[config.mk]
export PLATFORM = sky130hd
export DESIGN_NAME = instr_sequencer
export DESIGN_NICKNAME = d
export VERILOG_FILES = /design/src/rtl/instr_sequencer.sv
export SDC_FILE = /design/constraint.sdc
export NUM_CORES = 1
export LEC_CHECK = 0
export ABC_AREA = 1
export CORE_ASPECT_RATIO = 1.75
export CORE_MARGIN = 2
export CORE_UTILIZATION = 42
export DETAILED_ROUTE_END_ITERATION = 16
export MAX_ROUTING_LAYER = met4
export PLACE_DENSITY = 0.87
export SYNTH_ARGS = -nofsm -noshare
export SYNTH_HDL_FRONTEND = slang
export SYNTH_SLANG_ARGS = --single-unit
[constraint.sdc]
create_clock -name clk -period 1.2 [get_ports clk]
set_input_delay 0.24 -clock clk [delete_from_list [all_inputs] [get_ports clk]]
set_output_delay 0.24 -clock clk [all_outputs]
set_load 0.02 [all_outputs]
[src/rtl/instr_sequencer.sv]
// Multi-cycle control sequencer for an 8-bit accumulator-style datapath.
// Walks FETCH/DECODE/EXEC/(MEMWAIT)/WB per instruction and counts retirements.
module instr_sequencer #(
   parameter int OPW  = 4,
   parameter int CNTW = 16
) (
   input  logic            clk,
   input  logic            reset,
   input  logic            start,
   input  logic [7:0]      ir,
   input  logic            zero_flag,
   input  logic            mem_ready,
   output logic            ir_load,
   output logic            iram_rd,
   output logic            pc_inc,
   output logic            pc_load,
   output logic            dram_rd,
   output logic            dram_wr,
   output logic            reg_we,
   output logic [1:0]      alu_op,
   output logic            halted,
   output logic            illegal,
   output logic [CNTW-1:0] instr_count,
   output logic [2:0]      dbg_state
);

   typedef enum logic [2:0] {
      S_IDLE, S_FETCH, S_DECODE, S_EXEC, S_MEMWAIT, S_WB, S_HALT
   } state_t;

   localparam logic [OPW-1:0] OP_NOP   = OPW'(0);
   localparam logic [OPW-1:0] OP_LOAD  = OPW'(1);
   localparam logic [OPW-1:0] OP_STORE = OPW'(2);
   localparam logic [OPW-1:0] OP_ADD   = OPW'(3);
   localparam logic [OPW-1:0] OP_SUB   = OPW'(4);
   localparam logic [OPW-1:0] OP_JMP   = OPW'(5);
   localparam logic [OPW-1:0] OP_JMPZ  = OPW'(6);
   localparam logic [OPW-1:0] OP_HALT  = OPW'(15);

   state_t          state_q, state_d;
   logic [OPW-1:0]  opc_in, opc_q;
   logic            opc_legal, ill_q, zero_q;
   logic [CNTW-1:0] cnt_q;
   logic            unused_ir;

   assign opc_in    = ir[7 -: OPW];
   assign unused_ir = ^ir;

   always_comb begin
      opc_legal = 1'b0;
      case (opc_in)
         OP_NOP, OP_LOAD, OP_STORE, OP_ADD, OP_SUB,
         OP_JMP, OP_JMPZ, OP_HALT: opc_legal = 1'b1;
         default:                  opc_legal = 1'b0;
      endcase
   end

   // Illegal opcodes are stored as NOP so EXEC/WB need no special case.
   always_ff @(posedge clk) begin
      if (reset) begin
         state_q <= S_IDLE;
         opc_q   <= OP_NOP;
         ill_q   <= 1'b0;
         zero_q  <= 1'b0;
         cnt_q   <= '0;
      end else begin
         state_q <= state_d;
         if (state_q == S_DECODE) begin
            opc_q <= opc_legal ? opc_in : OP_NOP;
            ill_q <= ~opc_legal;
         end
         if (state_q == S_EXEC)
            zero_q <= zero_flag;
         if (state_q == S_WB)
            cnt_q <= cnt_q + CNTW'(1);
      end
   end

   // Memory handshake: the dram strobe stays high from EXEC through every
   // MEMWAIT cycle; the transfer completes in the cycle mem_ready is 1.
   always_comb begin
      state_d = state_q;
      ir_load = 1'b0;
      iram_rd = 1'b0;
      pc_inc  = 1'b0;
      pc_load = 1'b0;
      dram_rd = 1'b0;
      dram_wr = 1'b0;
      reg_we  = 1'b0;
      alu_op  = 2'b00;
      halted  = 1'b0;
      illegal = 1'b0;
      case (state_q)
         S_IDLE: if (start) state_d = S_FETCH;
         S_FETCH: begin
            iram_rd = 1'b1;
            ir_load = 1'b1;
            state_d = S_DECODE;
         end
         S_DECODE: state_d = S_EXEC;
         S_EXEC: begin
            illegal = ill_q;
            if (opc_q == OP_ADD) alu_op = 2'b01;
            if (opc_q == OP_SUB) alu_op = 2'b10;
            if (opc_q == OP_LOAD) begin
               dram_rd = 1'b1;
               state_d = S_MEMWAIT;
            end else if (opc_q == OP_STORE) begin
               dram_wr = 1'b1;
               state_d = S_MEMWAIT;
            end else if (opc_q == OP_HALT) begin
               state_d = S_HALT;
            end else begin
               state_d = S_WB;
            end
         end
         S_MEMWAIT: begin
            dram_rd = (opc_q == OP_LOAD);
            dram_wr = (opc_q == OP_STORE);
            if (mem_ready) state_d = S_WB;
         end
         S_WB: begin
            reg_we = (opc_q == OP_LOAD) || (opc_q == OP_ADD) || (opc_q == OP_SUB);
            if ((opc_q == OP_JMP) || ((opc_q == OP_JMPZ) && zero_q))
               pc_load = 1'b1;
            else
               pc_inc = 1'b1;
            state_d = S_FETCH;
         end
         S_HALT: begin
            halted = 1'b1;
            if (start) state_d = S_FETCH;
         end
         default: state_d = S_IDLE;
      endcase
   end

   assign instr_count = cnt_q;
   assign dbg_state   = state_q;

endmodule
==> results.sh, run 1 <==
export IMPL_status="finished with violations"
export IMPL_violations="setup timing"
export IMPL_placed_cell_area_um2=2280
export IMPL_nNetsFinal=318
export IMPL_drt_antenna_violating_nets=0
export IMPL_drive_gt1_share_pct=64.7
export IMPL_synth_area_um2=1400
export IMPL_clk_pin_slew_ns=0.09
export IMPL_yosys_top_cells_area="dfxtp_1 36%, nand2_1 9.7%, inv_1 7.8%"
export IMPL_antenna_found_initial=0
export IMPL_cts_htree_levels=1
export IMPL_holdPathStages=4
export IMPL_synth_seq_cells=25
export IMPL_synth_top_area_cell="dfxtp_1"
export IMPL_ys_seq_area_share_pct=35.7
export IMPL_cp_arrival_ns=1.83
export IMPL_grt_pass1_vias=1923
export IMPL_die_x_um=47.6
export IMPL_core_area_um2=3180
export IMPL_wl_per_cell_um=22.5
export IMPL_rsz0062_at_grt="yes"
export IMPL_synth_enable_flop_cells=0
export IMPL_yosysMostFrequentCell="nand2_1"
export IMPL_synth_fp_nets=214
export IMPL_antenna_cells=0
export IMPL_period_minus_slack_ns=1.65
export IMPL_drcViolationCount=0
export IMPL_start_util_pct=44.1
export IMPL_dr_first_iter_drc_count=175
export IMPL_wl_um=7780
export IMPL_path_class="reg -> reg"
export IMPL_die_area_um2=3830
export IMPL_period_share_pct=137
export IMPL_ioPinCount=43
export IMPL_firstDrtPassIters=5
export IMPL_setup_viol=37
export IMPL_max_slew_margin_pct=62.2
export IMPL_finalInstanceArea_um2=2900
export IMPL_vias=1982
export IMPL_synth_top_area_share_pct=35.7
export IMPL_peakVddDrop_v=0.00105
export IMPL_dpl_hpwl_um=3150
export IMPL_netlist_instances=200
export IMPL_cts_sinks=25
export IMPL_clk_insertion_delay_late_ns=0.28
export IMPL_syn_area_per_cell_um2=7.00
export IMPL_place_congestion=0.848
export IMPL_totalPowerFinal_mw=3.64
export IMPL_clock_path_buffers=2
export IMPL_final_setup_skew_ns=0.00670
export IMPL_grt_pass1_wl_um=8780
export IMPL_fin_ws_ns=-0.450
export IMPL_rrSetupSlack_ns=-0.45
export IMPL_syn_to_final_growth_pct=107
export IMPL_ys_types=30
export IMPL_hold_viol_final=0
export IMPL_grt_ovfl_total=0
export IMPL_async_flop_share_pct=0
export IMPL_rr_worst_depth=8
export IMPL_fmax_mhz=606
export IMPL_cts_tree="built"
export IMPL_crit_required_ns=1.38
export IMPL_rows=27
export IMPL_drv_slew=0
export IMPL_io_buffers=38
export IMPL_path_max_fanout=6
export IMPL_grtUsageTotal_pct=33.3
export IMPL_yosys_warnings=0
export IMPL_cts_root_buf="clkbuf_8"
export IMPL_hold_class="in -> reg"
export IMPL_grt_max_degree=15
export IMPL_cp_end_kind="flop"
export IMPL_leakagePower_nw=1.19
export IMPL_die_h_um=80.4
export IMPL_cts_made_buffers=3
export IMPL_power_density_nw_per_um2=1260
export IMPL_vias_per_cell=5.73
export IMPL_synth_top_flop_cell="dfxtp_1"
export IMPL_ys_top_cells_by_count="36 x nand2_1, 29 x inv_1, 25 x dfxtp_1"
export IMPL_tightestPinTransition_ns=0.566
export IMPL_start_kind="flop"
export IMPL_maxCapViolCount=0
==> metrics by stage <==
| step | worst slack [ns] | hold slack, ns | util (%) | setup TNS [ns] | instances |
|---|---|---|---|---|---|
| global route | -0.555 | 0.441 | 91.2 | -12.90 | 346 |
| global placement | -0.509 | 0.470 | 71.9 | -8.75 | 319 |
| finish | -0.450 | 0.432 | 91.2 | -10.59 | 346 |
| floorplan | -0.133 | 0.380 | - | -0.748 | 200 |
| CTS | -0.311 | 0.508 | 82.2 | -6.13 | 335 |
| detailed placement | -0.568 | 0.492 | 71.9 | -9.77 | 319 |
==> area by class of cell <==
class | count | area, µm²
clock inverter | 1 | 5.00
inverter | 31 | 134
tap | 43 | 53.8
fill | 121 | 279
clock buffer | 3 | 41.3
sequential | 25 | 542
timing repair buffer | 104 | 942
multi-input combinational | 139 | 1180
==> routing by layer <==
metal,up-vias,routed length [µm],track usage [%]
li1,853,-,-
met1,938,2710,30.2
met2,137,3890,55.3
met3,54,623,10.3
met4,0,553,22.7
met5,-,0,-
==> state kept, by name, indices dropped and copies added, names as in the netlist <==
| name | cells |
|---|---|
| ill_q | 1 |
| zero_q | 1 |
| instr_count | 16 |
| dbg_state | 3 |
| opc_q | 4 |
==> timing repair <==
item                                    in CTS  in global routing
endpoints found under the setup margin      52                 51
hold buffers                                 0                  0
pin swaps                                   17                 21
setup buffers                               12                 11
resized for setup                          164                 76
==> where the power goes <==
part	leakage [nW]	internal [mW]	switching [mW]	total, mW
clock network	0.0255	0.234	0.290	0.524
registers	0.212	0.920	0.137	1.06
logic	0.950	0.973	1.09	2.06
==> kinds of logic after synthesis <==
family	count (synthesis)	share of synthesized area (%)
fa+ha+maj	1	0.894
xor+xnor	2	1.25
simple gates	99	36.7
compound gates	37	14.4
buf+inv	36	11.0
flops	25	35.7
==> cell usage in the layout (no fill, tap or decap), types with 2 or more instances in the layout <==
| master | netlist | routed |
|---|---|---|
| nor2_4 | 3 | 14 |
| inv_2 | 2 | 2 |
| clkbuf_2 | 0 | 7 |
| xor2_1 | 2 | 2 |
| nand2_1 | 36 | 27 |
| nor2_2 | 3 | 3 |
| nor2_1 | 24 | 13 |
| a21oi_4 | 0 | 2 |
| nor3_4 | 0 | 3 |
| buf_6 | 2 | 28 |
| dfxtp_4 | 0 | 9 |
| buf_8 | 0 | 2 |
| clkdlybuf4s50_1 | 0 | 7 |
| clkdlybuf4s15_1 | 0 | 3 |
| nand4_1 | 3 | 3 |
| inv_4 | 0 | 7 |
| a21oi_2 | 0 | 11 |
| a21oi_1 | 20 | 7 |
| o21ai_1 | 3 | 3 |
| o21a_1 | 3 | 3 |
| o21ai_2 | 0 | 5 |
| nand3_4 | 2 | 7 |
| o21ai_4 | 0 | 3 |
| nand3_1 | 14 | 4 |
| dfxtp_2 | 0 | 6 |
| clkbuf_8 | 0 | 3 |
| nand2_2 | 3 | 7 |
| inv_1 | 29 | 22 |
| clkdlybuf4s15_2 | 0 | 5 |
| buf_4 | 1 | 49 |
| nand3_2 | 1 | 6 |
| nand2_4 | 0 | 4 |
| dfxtp_1 | 25 | 10 |
==> path summary, 6_finish.rpt <==
| kind | from | end |
|---|---|---|
| max | dbg_state[1] | instr_count[7] |
| min | ir[6] | opc_q[2] |
| max reg2reg | dbg_state[1] | instr_count[7] |
| min reg2reg | instr_count[1] | instr_count[1] |
==> worst max-delay path, stage by stage, from the launching register on <==
cell	delay (ns)
dfxtp_4	0.39
buf_4	0.15
inv_4	0.07
nand3_4	0.15
buf_8	0.20
nor2_4	0.20
nand2_1	0.14
xor2_1	0.19
nor2_1	0.07
Note: power is estimated with default switching activity, not from simulation.
==> inputs of run 2 (changes only) <==
--- a/config.mk
+++ b/config.mk
@@ -7,11 +7,10 @@
 export LEC_CHECK = 0
 export ABC_AREA = 1
 export CORE_ASPECT_RATIO = 1.75
-export CORE_MARGIN = 2
 export CORE_UTILIZATION = 42
 export DETAILED_ROUTE_END_ITERATION = 16
 export MAX_ROUTING_LAYER = met4
-export PLACE_DENSITY = 0.87
+export PLACE_DENSITY = 0.82
 export SYNTH_ARGS = -nofsm -noshare
 export SYNTH_HDL_FRONTEND = slang
 export SYNTH_SLANG_ARGS = --single-unit
==> run 2 against run 1 <==
  * Power down 8.1%
  * The run still ends with setup timing left
  * Clock-buffer cell count is the same
  * Critical path type is now reg -> out
  * Sequential share of layout area increased by 0.97 points
  * Largest power group unchanged
  * Global-route usage decreased by 3.1 points
  * Clock skew down 0.00084 ns
==> results.sh, run 2 (same netlist as run 1, synthesis figures left out) <==
export IMPL_syn_to_final_growth_pct=96.7
export IMPL_drcViolationCount=0
export IMPL_combPwrFrac_pct=53.5
export IMPL_wl_per_cell_um=19.5
export IMPL_final_setup_skew_ns=0.00586
export IMPL_dr_first_iter_drc_count=98
export IMPL_pre_cts_ws_ns=-0.574
export IMPL_rows=27
export IMPL_rrSetupSlack_ns=-0.32
export IMPL_ioPinCount=43
export IMPL_path_class="reg -> out"
export IMPL_largest_reg_flops=16
export IMPL_cts_tree="built"
export IMPL_violations="setup timing"
export IMPL_max_slew_margin_pct=73.5
export IMPL_switchingPower_mw=1.36
export IMPL_hold_viol_final=0
export IMPL_grt_max_degree=15
export IMPL_hold_class="in -> reg"
export IMPL_start_kind="flop"
export IMPL_drt_antenna_violating_nets=0
export IMPL_die_x_um=45.6
export IMPL_power_frac_seq_pct=31.4
export IMPL_holdWs_ns=0.407
export IMPL_cts_htree_levels=1
export IMPL_fillers=156
export IMPL_antenna_cells=0
export IMPL_place_congestion=0.903
export IMPL_tightestPinTransition_ns=0.396
export IMPL_die_h_um=78.4
export IMPL_firstDrtPassIters=4
export IMPL_fin_ws_ns=-0.438
export IMPL_clk_pin_slew_ns=0.08
export IMPL_clk_insertion_delay_late_ns=0.28
export IMPL_die_area_um2=3580
export IMPL_clock_power_share_pct=15.1
export IMPL_cts_made_buffers=3
export IMPL_grt_pass1_wl_um=7650
export IMPL_swShare_pct=40.7
export IMPL_crit_required_ns=0.96
export IMPL_layout_common_cells="48 x buf_4, 26 x nand2_1, 20 x inv_1, 20 x buf_6, 14 x nor2_1"
export IMPL_rsz0062_at_grt="yes"
export IMPL_status="finished with violations"
export IMPL_drive_gt1_share_pct=62.9
export IMPL_io_buffers=38
export IMPL_vias=1869
export IMPL_multi_input_area_um2=1160
export IMPL_clock_path_buffers=2
export IMPL_cts_sinks=25
export IMPL_final_common_cell="buf_4"
export IMPL_start_util_pct=44.1
export IMPL_p_int_mw=1.98
export IMPL_period_share_pct=136
export IMPL_dpl_hpwl_um=3070
export IMPL_nNetsFinal=309
export IMPL_peakVddDrop_v=0.00112
export IMPL_path_max_fanout=3
export IMPL_core_area_um2=3180
export IMPL_cts_root_buf="clkbuf_8"
export IMPL_power_density_nw_per_um2=1210
export IMPL_drv_slew=0
export IMPL_fmax_mhz=611
export IMPL_antenna_found_initial=0
export IMPL_cp_arrival_ns=1.40
export IMPL_vias_per_cell=5.55
export IMPL_grt_pass1_vias=1713
export IMPL_maxCapViolCount=0
export IMPL_cp_end_kind="output port"
export IMPL_grtUsageTotal_pct=30.2
export IMPL_ff_latch_area_um2=542
export IMPL_period_minus_slack_ns=1.64
export IMPL_setup_viol=37
export IMPL_wl_um=6560
export IMPL_leakagePower_nw=1.12
export IMPL_cts_hold_buf=0
export IMPL_grt_ovfl_total=0
[run 2: changes by cell type in the layout (fill, tap and decap cells not counted), moves of 3 or more]
cell / previous run / this run
nand3_2: 6 / 3
nand3_4: 7 / 10
buf_6: 28 / 20
clkdlybuf4s15_2: 5 / 1
[run 2: power by group through the flow]
stage          combinational (mW)  clock [mW]  sequential (mW)
2_1_floorplan               0.585           0             1.05
5_1_grt                      1.85       0.536             1.06
3_3_place_gp                 1.11           0             1.01
6_report                     1.79       0.506             1.05
4_1_cts                      1.38       0.505             1.03
3_5_place_dp                 1.13           0             1.01
[run 2: through the flow]
step	cell area [µm²]	TNS [ns]	cells	utilization, %	total power, mW
after floorplan	1560	-0.748	200	-	1.64
after CTS	2510	-5.46	326	79.0	2.92
after detailed placement	2260	-9.65	316	71.2	2.14
final	2750	-7.53	337	86.7	3.34
after global placement	2260	-8.96	316	71.2	2.11
after global routing	2750	-9.18	337	86.7	3.44
[run 2: metal layers]
metal	vias to the layer above	track usage [%]	share of wire [%]	wire (µm)
met3	28	4.14	4.8	318
met5	-	-	0	0
met4	0	14.8	4.4	291
met1	908	30.0	36	2380
met2	93	53.7	54	3570
li1	840	-	-	-
[run 2: final timing paths]
| kind | from | to | depth (start not counted) |
|---|---|---|---|
| setup / recovery | opc_q[0] | dram_wr | 5 |
| hold / removal | ir[6] | opc_q[2] | 4 |
| setup reg to reg | dbg_state[0] | instr_count[7] | 7 |
| hold reg to reg | instr_count[2] | instr_count[2] | 1 |
[run 2: critical path: stages, from the launching register on]
cell and delay [ns]:
dfxtp_4 0.37, inv_4 0.07, nand2_4 0.06, buf_4 0.15, nor4_4 0.27, buf_4 0.20
[run 2: timing repair]
item | CTS | global route
pin swaps | 14 | 22
endpoints found under the setup margin | 52 | 53
gates cloned | 0 | 1
setup buffers | 6 | 10
resized for setup | 159 | 71
[run 2: cell type report]
type / count / share of cell area (%)
well taps: 43 / 1.95
flip-flops and latches: 25 / 19.7
clock buffers: 3 / 1.50
repair inverters: 1 / 0.273
clock inverters: 1 / 0.182
repair buffers: 94 / 29.2
inverters: 31 / 4.91
multi-input cells: 139 / 42.3
